`config.mk`:
```
export PLATFORM = sky130hd
export DESIGN_NAME = ours_vld_rdy_dst_demux_buf
export DESIGN_NICKNAME = d
export VERILOG_FILES = /design/src/rtl/ours_vld_rdy_dst_demux_buf_pkg.sv /design/src/rtl/ours_vld_rdy_fifo_lite.sv /design/src/rtl/ours_vld_rdy_dst_demux_buf.sv
export SDC_FILE = /design/constraint.sdc
export NUM_CORES = 1
export LEC_CHECK = 0
export CAP_MARGIN = 0
export CELL_PAD_IN_SITES_DETAIL_PLACEMENT = 1
export CELL_PAD_IN_SITES_GLOBAL_PLACEMENT = 1
export CORE_MARGIN = 2
export CORE_UTILIZATION = 49
export CTS_CLUSTER_DIAMETER = 150
export CTS_CLUSTER_SIZE = 16
export DETAILED_ROUTE_END_ITERATION = 8
export PLACE_DENSITY_LB_ADDON = 0.1
export SETUP_SLACK_MARGIN = 0.5
export SYNTH_ARGS = -nofsm -noshare
export SYNTH_HDL_FRONTEND = slang
export SYNTH_SLANG_ARGS = --single-unit
```
`constraint.sdc`:
```
create_clock -name clk -period 7.1 [get_ports clk]
set_input_delay 1.065 -clock clk [delete_from_list [all_inputs] [get_ports clk]]
set_output_delay 1.065 -clock clk [all_outputs]
set_load 0.01 [all_outputs]
```
`src/rtl/ours_vld_rdy_dst_demux_buf_pkg.sv`:
```
// Shared constants and helpers for the destination demux buffer.
// Holds the drop-counter width and its saturating increment so the top
// module and any future siblings agree on the counter behaviour.
package ours_vld_rdy_dst_demux_buf_pkg;

    localparam int DROP_CNT_W = 16;

    // Increment that sticks at all-ones instead of wrapping.
    function automatic logic [DROP_CNT_W-1:0] sat_inc(input logic [DROP_CNT_W-1:0] v);
        return (&v) ? v : v + DROP_CNT_W'(1);
    endfunction

endpackage

```
`src/rtl/ours_vld_rdy_fifo_lite.sv`:
```
// Small valid/ready FIFO used as one per-destination output buffer.
// Ports:
//   clk, rst            clock and asynchronous active-high reset
//   push_valid/ready    write side handshake, push_data payload
//   pop_valid/ready     read side handshake, pop_data is the head entry
//   not_empty           high while at least one entry is stored
// DEPTH==0 turns the block into a combinational wire-through.
module ours_vld_rdy_fifo_lite
    import ours_vld_rdy_dst_demux_buf_pkg::*;
#(
    parameter int BACKEND_DOMAIN = 0,
    parameter int WIDTH          = 32,
    parameter int DEPTH          = 2
) (
    input  logic             clk,
    input  logic             rst,
    input  logic             push_valid,
    output logic             push_ready,
    input  logic [WIDTH-1:0] push_data,
    output logic             pop_valid,
    input  logic             pop_ready,
    output logic [WIDTH-1:0] pop_data,
    output logic             not_empty
);

    generate
        if (DEPTH == 0) begin : g_pass
            assign pop_valid  = push_valid;
            assign push_ready = pop_ready;
            assign pop_data   = push_data;
            // Nothing is ever held, so the buffer never counts as occupied.
            assign not_empty  = 1'b0;
        end else begin : g_buf
            localparam int PTR_W = (DEPTH > 1) ? $clog2(DEPTH) : 1;
            localparam int CNT_W = $clog2(DEPTH + 1);
            localparam logic [PTR_W-1:0] LAST_PTR = PTR_W'(DEPTH - 1);
            localparam logic [CNT_W-1:0] FULL_CNT = CNT_W'(DEPTH);

            logic [WIDTH-1:0] mem_q [DEPTH];
            logic [WIDTH-1:0] mem_d [DEPTH];
            logic [PTR_W-1:0] wr_ptr_q, wr_ptr_d;
            logic [PTR_W-1:0] rd_ptr_q, rd_ptr_d;
            logic [CNT_W-1:0] count_q, count_d;
            logic             push, pop;

            // Explicit wrap keeps non-power-of-2 depths correct.
            function automatic logic [PTR_W-1:0] next_ptr(input logic [PTR_W-1:0] p);
                return (p == LAST_PTR) ? '0 : p + PTR_W'(1);
            endfunction

            // Ready depends only on occupancy: a pop this cycle frees the
            // slot for the next cycle, never the current one.
            assign push_ready = (count_q != FULL_CNT);
            assign pop_valid  = (count_q != '0);
            assign not_empty  = pop_valid;
            assign pop_data   = mem_q[rd_ptr_q];
            assign push       = push_valid & push_ready;
            assign pop        = pop_valid & pop_ready;

            always_comb begin
                mem_d    = mem_q;
                wr_ptr_d = wr_ptr_q;
                rd_ptr_d = rd_ptr_q;
                count_d  = count_q;
                if (push) begin
                    mem_d[wr_ptr_q] = push_data;
                    wr_ptr_d        = next_ptr(wr_ptr_q);
                end
                if (pop) begin
                    rd_ptr_d = next_ptr(rd_ptr_q);
                end
                case ({push, pop})
                    2'b10:   count_d = count_q + CNT_W'(1);
                    2'b01:   count_d = count_q - CNT_W'(1);
                    default: count_d = count_q;
                endcase
            end

            always_ff @(posedge clk or posedge rst) begin
                if (rst) begin
                    wr_ptr_q <= '0;
                    rd_ptr_q <= '0;
                    count_q  <= '0;
                end else begin
                    wr_ptr_q <= wr_ptr_d;
                    rd_ptr_q <= rd_ptr_d;
                    count_q  <= count_d;
                end
            end

            // Payload storage carries no reset; validity comes from count_q.
            always_ff @(posedge clk) begin
                mem_q <= mem_d;
            end
        end
    endgenerate

endmodule

```
`src/rtl/ours_vld_rdy_dst_demux_buf.sv`:
```
// Steers one valid/ready input stream to N_OUTPUT valid/ready outputs
// selected per beat by slave_dst, with a FIFO per output so a stalled
// destination only blocks the input while a beat targets it.
// Ports:
//   clk, rst                          clock, asynchronous active-high reset
//   slave_valid/ready, slave_dst/info input beat and its destination
//   master_valid/ready[N_OUTPUT]      per-destination handshake
//   master_info[N_OUTPUT*WIDTH]       per-destination payload, lane k at k*WIDTH
//   drop_pulse, drop_cnt              out-of-range beat drop reporting
//   clk_en                            enable request for the upstream ICG
module ours_vld_rdy_dst_demux_buf
    import ours_vld_rdy_dst_demux_buf_pkg::*;
#(
    parameter int BACKEND_DOMAIN = 0,
    parameter int N_OUTPUT       = 8,
    parameter int WIDTH          = 32,
    parameter int DST_WIDTH      = $clog2(N_OUTPUT),
    parameter int BUF_OUT_DEPTH  = 2
) (
    input  logic                      clk,
    input  logic                      rst,
    input  logic                      slave_valid,
    input  logic [DST_WIDTH-1:0]      slave_dst,
    input  logic [WIDTH-1:0]          slave_info,
    output logic                      slave_ready,
    output logic [N_OUTPUT-1:0]       master_valid,
    output logic [N_OUTPUT*WIDTH-1:0] master_info,
    input  logic [N_OUTPUT-1:0]       master_ready,
    output logic                      drop_pulse,
    output logic [DROP_CNT_W-1:0]     drop_cnt,
    output logic                      clk_en
);

    logic [N_OUTPUT-1:0]   push_valid;
    logic [N_OUTPUT-1:0]   push_ready;
    logic [N_OUTPUT-1:0]   not_empty;
    logic                  in_range;
    logic                  dst_ready;
    logic                  drop_pulse_q, drop_pulse_d;
    logic [DROP_CNT_W-1:0] drop_cnt_q, drop_cnt_d;

    // With a power-of-2 output count every index is legal, and the compare
    // would be constant.
    generate
        if ((1 << DST_WIDTH) == N_OUTPUT) begin : g_full_range
            assign in_range = 1'b1;
        end else begin : g_part_range
            assign in_range = (slave_dst < DST_WIDTH'(N_OUTPUT));
        end
    endgenerate

    // Decode destination; an index matching no output leaves dst_ready at 1
    // so out-of-range beats are swallowed.
    always_comb begin
        push_valid = '0;
        dst_ready  = 1'b1;
        for (int k = 0; k < N_OUTPUT; k++) begin
            if (slave_dst == DST_WIDTH'(k)) begin
                push_valid[k] = slave_valid;
                dst_ready     = push_ready[k];
            end
        end
    end

    assign slave_ready = dst_ready;

    generate
        for (genvar g = 0; g < N_OUTPUT; g++) begin : g_out
            ours_vld_rdy_fifo_lite #(
                .BACKEND_DOMAIN (BACKEND_DOMAIN),
                .WIDTH          (WIDTH),
                .DEPTH          (BUF_OUT_DEPTH)
            ) u_fifo (
                .clk        (clk),
                .rst        (rst),
                .push_valid (push_valid[g]),
                .push_ready (push_ready[g]),
                .push_data  (slave_info),
                .pop_valid  (master_valid[g]),
                .pop_ready  (master_ready[g]),
                .pop_data   (master_info[g*WIDTH +: WIDTH]),
                .not_empty  (not_empty[g])
            );
        end
    endgenerate

    always_comb begin
        drop_pulse_d = slave_valid & ~in_range;
        drop_cnt_d   = drop_pulse_d ? sat_inc(drop_cnt_q) : drop_cnt_q;
    end

    always_ff @(posedge clk or posedge rst) begin
        if (rst) begin
            drop_pulse_q <= 1'b0;
            drop_cnt_q   <= '0;
        end else begin
            drop_pulse_q <= drop_pulse_d;
            drop_cnt_q   <= drop_cnt_d;
        end
    end

    assign drop_pulse = drop_pulse_q;
    assign drop_cnt   = drop_cnt_q;
    assign clk_en     = rst | slave_valid | (|not_empty) | drop_pulse_q;

endmodule

```
After elaboration in Yosys (flattened, before gate mapping)
Cells that the tools add are included.

Bitwise logic cells: 34. Add/sub/neg operators: 32. Magnitude comparators: 24. Reductions and logical operators: 26. Eq/ne operators: 31. Mux-type cells: 88.

Operator list (number): 32-bit two-way mux (32); 64-bit bitwise mux (8); 32-bit demux with 1-bit select (8); 2-bit greater-or-equal comparator (second input constant) (16); 1-bit two-way mux (32); 1-bit inverter with 2-bit output (16); 2-bit case mux with 2 select lines (8); 2-bit nonzero test (16); 1-bit adder (second input constant) (16); 2-bit by 1-bit adder with 2-bit output (second input constant) (8); 1-bit AND (16); 2-bit by 1-bit == test with 1-bit output (second input constant) (8); 2-bit == test (second input constant) (8); 2-bit by 1-bit less-than comparator with 1-bit output (second input constant) (8); 2-bit != test (second input constant) (8); 2-bit by 1-bit subtractor with 2-bit output (second input constant) (8); 3-bit == test (second input constant) (4); 1-bit logical AND (8); 8-bit OR reduction (1); 3-bit by 2-bit == test with 1-bit output (second input constant) (2); 3-bit by 1-bit == test with 1-bit output (second input constant) (1); 3-bit logical NOT (1); 1-bit bitwise OR (2).

Flip-flop bits (word level): 544. Output and inout port bits: 283.

Depth between registers and ports, before layout
Gate-level depths: netlist (run 1).

Word-level depth: 9. Depth in mapped cells: 8.

By module
Synthesis (run 1) repeated with hierarchy kept, for this count alone.

Cell total of the unflattened synthesis: 991. Area, all modules: 20551.0 µm².

By module, submodules not included: ours_vld_rdy_fifo_lite (sequential area each 2021.9 µm², cells each 119, times used 8, area each 2533.7 µm²); ours_vld_rdy_dst_demux_buf (sequential area each 0.0 µm², cells each 39, times used 1, area each 281.5 µm²).

Worst setup path after synthesis (run 1)
No wires, ideal clock.

Path type: input to register. Start: in slave_dst[0]. End: reg g_out[5].u_fifo.g_buf.mem_q[0] (netlist bit) (enable). Slack: 3.413 ns. Arrival: 3.266 ns. Stages on the path: 5. Cell sequence: clkbuf_1 nand2b_1 or3_1 clkbuf_1 nor2_1.

Word-level cells in the longest chain between the ends: 3.

RTL lines: start, declared (RTL line ours_vld_rdy_dst_demux_buf.sv:23) `input logic [DST_WIDTH-1:0] slave_dst,`; 3-bit == test (RTL line ours_vld_rdy_dst_demux_buf.sv:58) `if (slave_dst == DST_WIDTH'(k)) begin`; 1-bit two-way mux (RTL line ours_vld_rdy_dst_demux_buf.sv:58); 1-bit AND (RTL line ours_vld_rdy_fifo_lite.sv:57) `assign push = push_valid & push_ready;`; end signal, assigned (RTL line ours_vld_rdy_fifo_lite.sv:93) `mem_q <= mem_d;`; end, declared (RTL line ours_vld_rdy_fifo_lite.sv:39) `logic [WIDTH-1:0] mem_q [DEPTH];`.

Every way passes these cells. A chain may end at the register's enable or synchronous reset.

Final worst setup path (run 1)
Start: in slave_valid. End: out clk_en.

Word-level cells in the longest chain between the ends: 2.

RTL lines: start, declared (RTL line ours_vld_rdy_dst_demux_buf.sv:22) `input logic slave_valid,`; 1-bit bitwise OR (2 in series) (RTL line ours_vld_rdy_dst_demux_buf.sv:104) `assign clk_en = rst | slave_valid | (|not_empty) | drop_pulse_q;`; end, declared (RTL line ours_vld_rdy_dst_demux_buf.sv:31) `output logic clk_en`.

Every way passes these cells.

==> impl_metrics.tcl, run 1 <==
set metrics [dict create \
    post_drt_wl_per_cell_um 27.64 \
    whs_path_depth 1 \
    ys_seq_area_frac 0.7970 \
    fmax_mhz 233.2 \
    overflow 0 \
    grt_setup_unrepaired "no" \
    status "finished, final reports clean" \
    numPortBuffers 311 \
    max_stage_delay_ps 490 \
    holdPathEnd "g_out[6].u_fifo.g_buf.count_q[1]" \
    final_net_count 1368 \
    dp_hpwl_mm 31.83 \
    diodes 0 \
    critPathSlowestCell "clkdlybuf4s50_1" \
    synth-seq-cells 544 \
    synth_edf_count 512 \
    worstSetupStartpointType "input port" \
    yosysMostFrequentCell "edfxtp_1" \
    cts_setup_buffers 0 \
    postSynthAreaPerCell_um2 20.36 \
    rrSetupSlack_ps 4640 \
    syn_inst 997 \
    n_fill_cell 3506 \
    ios 329 \
    grt_pass1_wl_mm 74.45 \
    synth_top_area_frac 0.7576 \
    p_int_w 0.006144 \
    ys_warn_count 0 \
    ant_nets 0 \
    min_from "g_out[6].u_fifo.g_buf.count_q[1]" \
    final.setup.tns_ps 0 \
    synthTopCellsByArea "edfxtp_1, mux2_2, dfrtp_1" \
    max_slew_margin 0.1395 \
    whs_ps 488.7 \
    placed_cells 1805 \
    drt_iter0_markers 755 \
    grt.total_usage 0.2387 \
    critPathCaptureType "primary output" \
    combPwrFrac 0.280 \
    p_sw_frac 0.2884 \
    tritoncts "done" \
    chipWidth_um 207.5 \
    r2r-end "g_out[5].u_fifo.g_buf.mem_q[37]" \
    row_count 74 \
    final-hold-violation-count 0 \
    grt_pass1_vias 10660 \
    placed_cell_area_mm2 0.02400 \
    skew_ps 20.80 \
    switching_power_w 0.002490 \
    drt_pass1_iterations 4 \
    clkSinkCount 544 \
    routed_wl_mm 51.19 \
    fin_crit_ps 4288 \
    final_core_util 0.6130 \
    gp_congestion 0.7780 \
    synth.top_cells.by_count "edfxtp_1, mux2_2, clkbuf_1" \
    cts-root-buf "clkbuf_16" \
    post-route-cell-area_mm2 0.02503 \
    die_area_mm2 0.04306 \
    grt_max_degree 34 \
    arrival_ps 3220 \
    yosys.cell_types.count 33 \
    antenna_found_initial 0 \
    power_density_mw_per_mm2 344.9 \
    vias_per_cell 5.423 \
    cts_resized 0 \
    async_flop_share 0.05882 \
    core_mm2 0.04083 \
    drc 0 \
    r2r_start "g_out[5].u_fifo.g_buf.count_q[0]" \
    insertion_delay_ps 560 \
    stdcell_count 1852 \
    crit_type "input port to primary output" \
    cp.required_ps 6030 \
    yosysTopAreaCell "edfxtp_1" \
    vias 10040 \
    holdBufCountCts 0 \
    crit_chain "clkdlybuf4s50_1 -> or3_1 -> or4_1 -> or4_1 -> clkdlybuf4s50_1" \
    die_y_um 207.5 \
    p_clk_frac 0.233 \
    clockBufferDepth 3 \
    area_growth_pct 23.34 \
    period_share 0.6040 \
    ir_worst_vdd_uv 220.6 \
    cts_made_buffers 39 \
    setup_viol 0 \
    drv_cap 0 \
    seq_power_share 0.486 \
    path_clk_slew_ps 80 \
    synth_ff_type "edfxtp_1" \
    htreeDepth 2 \
    drive_gt1_frac 0.2576 \
    hp-class "register to register" \
    synthesis.area_mm2 0.02029 \
    start_util 0.4970 \
    worst_slew_pin_slew_ps 1288 \
    critPathMaxFanout 4 \
    p_leak_nw 8.207 \
    reg2reg_depth 3 \
    slew_violations 0 \
]
## flip-flops by register name (all words and copies together) (netlist names)
register	cells
g_out.u_fifo.g_buf.rd_ptr_q	8
g_out.u_fifo.g_buf.wr_ptr_q	8
g_out.u_fifo.g_buf.mem_q	512
g_out.u_fifo.g_buf.count_q	16
## power groups by stage
| stage | combinational, W | clock [W] | sequential [W] |
|---|---|---|---|
| after floorplan | 0.00146 | 0 | 0.00386 |
| final | 0.00242 | 0.00201 | 0.00420 |
| after global placement | 0.00242 | 0 | 0.00426 |
| after global routing | 0.00255 | 0.00215 | 0.00425 |
| after detailed placement | 0.00244 | 0 | 0.00429 |
| after CTS | 0.00246 | 0.00206 | 0.00422 |
## metrics by stage
stage / setup WS [ps] / total power (W)
after detailed placement: 2831 / 0.006724
after global routing: 2702 / 0.008948
after CTS: 2810 / 0.008736
after global placement: 2815 / 0.006680
final: 2812 / 0.008634
after floorplan: 3413 / 0.005323
## cells by family (layout without fill, tap and decap cells)
family | Yosys count | in the layout | share of synthesized area
buf+inv | 68 | 375 | 0.01720
simple gates | 72 | 72 | 0.01868
fa+ha+maj | 8 | 8 | 0.004932
mux | 256 | 256 | 0.1420
flops | 544 | 544 | 0.7970
other cells | 1 | 17 | 0.0001848
xor+xnor | 40 | 40 | 0.01726
compound gates | 8 | 8 | 0.002651
## area by class of cell
type | instances | area, um^2 | area share
Multi-Input combinational cell | 401 | 3938 | 0.1573
Clock buffer | 45 | 998.5 | 0.03989
Inverter | 8 | 30.03 | 0.001200
Clock inverter | 2 | 32.53 | 0.001300
Timing Repair Buffer | 320 | 3181 | 0.1271
Sequential cell | 544 | 16190 | 0.6466
Tap cell | 532 | 665.6 | 0.02659
## placed cells by master, fill, tap and decap left out, types with 2 or more instances in the layout
master           instances
and3_2                   2
or2_2                    6
nor2_4                  14
nand2_1                  6
or3_1                    2
conb_1                  17
nor2_1                  13
clkdlybuf4s50_1        311
or2_4                    2
and2_1                   7
or4_1                    2
xnor2_1                 25
ha_1                     8
dfrtp_2                  8
clkbuf_16               39
inv_1                    8
buf_4                    9
xor2_1                  15
nand3_1                  2
nand2b_1                 7
nor2b_1                  3
clkinv_8                 2
o21ai_0                  2
mux2_2                 256
dfrtp_1                 24
edfxtp_1               512
or2_1                    2
clkbuf_1                 6
## worst max path at each step
stage	end	cells past startpoint	start
after floorplan	g_out[5].u_fifo.g_buf.mem_q[0]	5	slave_dst[0]
after global placement	clk_en	5	slave_valid
after detailed placement	clk_en	5	slave_valid
after CTS	clk_en	5	slave_valid
after global routing	clk_en	5	slave_valid
final	clk_en	5	slave_valid
## worst max-delay path, delay by kind of cell
kind / cells / cell delay (ps)
buffers and inverters: 2 / 960
AND/OR/NAND/NOR: 3 / 1200
## per-layer routing
layer	GRT usage	up-vias	part of all wire
li1	-	4384	-
met1	0.3254	5313	0.43
met2	0.3975	295	0.50
met3	0.04448	51	0.050
met4	0.06404	0	0.023
met5	0	-	0
Power figures use the tool's default switching activity.
==> run 2: changes to the inputs <==
--- a/config.mk
+++ b/config.mk
@@ -9,7 +9,7 @@
 export CELL_PAD_IN_SITES_DETAIL_PLACEMENT = 1
 export CELL_PAD_IN_SITES_GLOBAL_PLACEMENT = 1
 export CORE_MARGIN = 2
-export CORE_UTILIZATION = 49
+export CORE_UTILIZATION = 41
 export CTS_CLUSTER_DIAMETER = 150
 export CTS_CLUSTER_SIZE = 16
 export DETAILED_ROUTE_END_ITERATION = 8
==> constraint.sdc (replaced) <==
create_clock -name clk -period 3.55 [get_ports clk]
set_input_delay 0.5325 -clock clk [delete_from_list [all_inputs] [get_ports clk]]
set_output_delay 0.5325 -clock clk [all_outputs]
set_load 0.01 [all_outputs]
==> impl_metrics.tcl, run 2 (synthesis results as in run 1) <==
set metrics [dict create \
    final_common_cell "edfxtp_1" \
    ir_worst_vdd_uv 478.4 \
    grt_pass1_vias 10510 \
    worstSetupStartpointType "register" \
    cp.required_ps 3020 \
    seq_power_share 0.474 \
    setup_viol 0 \
    arrival_ps 2470 \
    skew_ps 18.68 \
    chipWidth_um 226.5 \
    slew_violations 0 \
    power_density_mw_per_mm2 682.1 \
    largestRegisters "g_out.u_fifo.g_buf.mem_q: 512 flops, g_out.u_fifo.g_buf.count_q: 16 flops" \
    mostFrequentLayoutCells "edfxtp_1, clkdlybuf4s50_1, mux2_2" \
    hp-class "input port to async pin" \
    p_sw_frac 0.2856 \
    core_mm2 0.04895 \
    grt_setup_unrepaired "yes" \
    grt_pass1_wl_mm 72.79 \
    final_net_count 1393 \
    routed_wl_mm 50.51 \
    gp_congestion 0.7288 \
    area_growth_pct 25.72 \
    grt_max_degree 34 \
    final.setup.tns_ps 0 \
    ant_nets 0 \
    p_clk_frac 0.236 \
    final_core_util 0.5212 \
    worstSetupStartpoint "g_out[5].u_fifo.g_buf.count_q[0]" \
    status "finished, final reports clean" \
    tritoncts "done" \
    vias 9939 \
    post_drt_wl_per_cell_um 25.13 \
    clockBufferDepth 3 \
    clkSinkCount 544 \
    drv_cap 0 \
    ios 329 \
    post-route-cell-area_mm2 0.02551 \
    insertion_delay_ps 570 \
    whs_ps 405.2 \
    p_leak_nw 8.392 \
    critPathMaxFanout 3 \
    numPortBuffers 311 \
    placed_cell_area_mm2 0.02438 \
    overflow 0 \
    worst_slew_pin_slew_ps 727.4 \
    cts-root-buf "clkbuf_16" \
    largest_reg_flops 512 \
    finalPower_w 0.01740 \
    crit_type "register to primary output" \
    dp_hpwl_mm 33.03 \
    final-hold-violation-count 0 \
    row_count 81 \
    diodes 0 \
    fin_crit_ps 3005 \
    combPwrFrac 0.290 \
    drc 0 \
    p_int_w 0.01243 \
    die_y_um 226.5 \
    drt_pass1_iterations 4 \
    htreeDepth 2 \
    start_util 0.4146 \
    drive_gt1_frac 0.2734 \
    r2r_start "g_out[5].u_fifo.g_buf.count_q[1]" \
    path_clk_slew_ps 70 \
    vias_per_cell 4.945 \
    max_slew_margin 0.5135 \
    switching_power_w 0.004969 \
    grt.total_usage 0.1986 \
    largest_register "g_out.u_fifo.g_buf.mem_q" \
    period_share 0.8465 \
    cts_made_buffers 39 \
    critPathCaptureType "primary output" \
    antenna_found_initial 0 \
    die_area_mm2 0.05130 \
    fmax_mhz 332.8 \
    drt_iter0_markers 621 \
]
## run 2: cell types whose count changed in the layout (fill, tap and decap cells not counted), sizes merged
cell | before | now
clkbuf | 45 | 47
clkinv | 2 | 1
dlymetal6s2s | 0 | 2
clkdlybuf4s50 | 311 | 308
buf | 9 | 34
inv | 8 | 9
## run 2: worst paths after layout
check / depth (start not counted) / endpoint / slack, ps
min in group clk: 1 / g_out[6].u_fifo.g_buf.count_q[1] / 490
max reg2reg: 5 / g_out[5].u_fifo.g_buf.mem_q[44] / 1420
max: 5 / clk_en / 550
max in group asynchronous: 3 / g_out[3].u_fifo.g_buf.rd_ptr_q / 2790
min reg2reg: 1 / g_out[6].u_fifo.g_buf.count_q[1] / 490
min: 3 / g_out[4].u_fifo.g_buf.count_q[1] / 410
## run 2: area by class of cell
class,count,area (um^2)
timing repair buffer,345,3460
sequential,544,16200
clock buffer,46,1023
fill,4427,23440
tap,664,830.8
clock inverter,2,25.02
multi-input combinational,401,3941
inverter,8,30.03
## run 2: critical path, cell delays in order, from the launching register on
cell,delay (ps)
dfrtp_1,380
or2_4,260
or3_1,300
or4_4,420
or4_1,400
clkbuf_2,140
## run 2: per-layer routing
layer	global-route usage	part of all wire	vias up
li1	-	-	4439
met1	0.2639	0.43	5215
met2	0.3269	0.49	241
met3	0.05728	0.071	44
met4	0.03926	0.013	0
met5	0	0	-
## run 2: power by group through the flow
| stage | clock (W) | combinational, W | sequential [W] |
|---|---|---|---|
| after floorplan | 0 | 0.00292 | 0.00773 |
| after CTS | 0.00423 | 0.00515 | 0.00829 |
| after global placement | 0 | 0.00496 | 0.00842 |
| after global routing | 0.00442 | 0.00536 | 0.00836 |
| final | 0.00410 | 0.00504 | 0.00826 |
| after detailed placement | 0 | 0.00498 | 0.00846 |
## run 2: metrics by stage
| stage | setup WS (ps) | instances |
|---|---|---|
| 2_1_floorplan | 395.3 | 1013 |
| 3_3_place_gp | 251.8 | 1956 |
| 3_5_place_dp | 263.2 | 1956 |
| 4_1_cts | 390.4 | 2010 |
| 5_1_grt | 450.1 | 2010 |
| 6_report | 545.0 | 2010 |
## run 2: what timing repair did
action	CTS	global route
setup endpoints to repair	204	20
buffers inserted	6	0
hold buffers	0	0
gates resized for setup	10	4
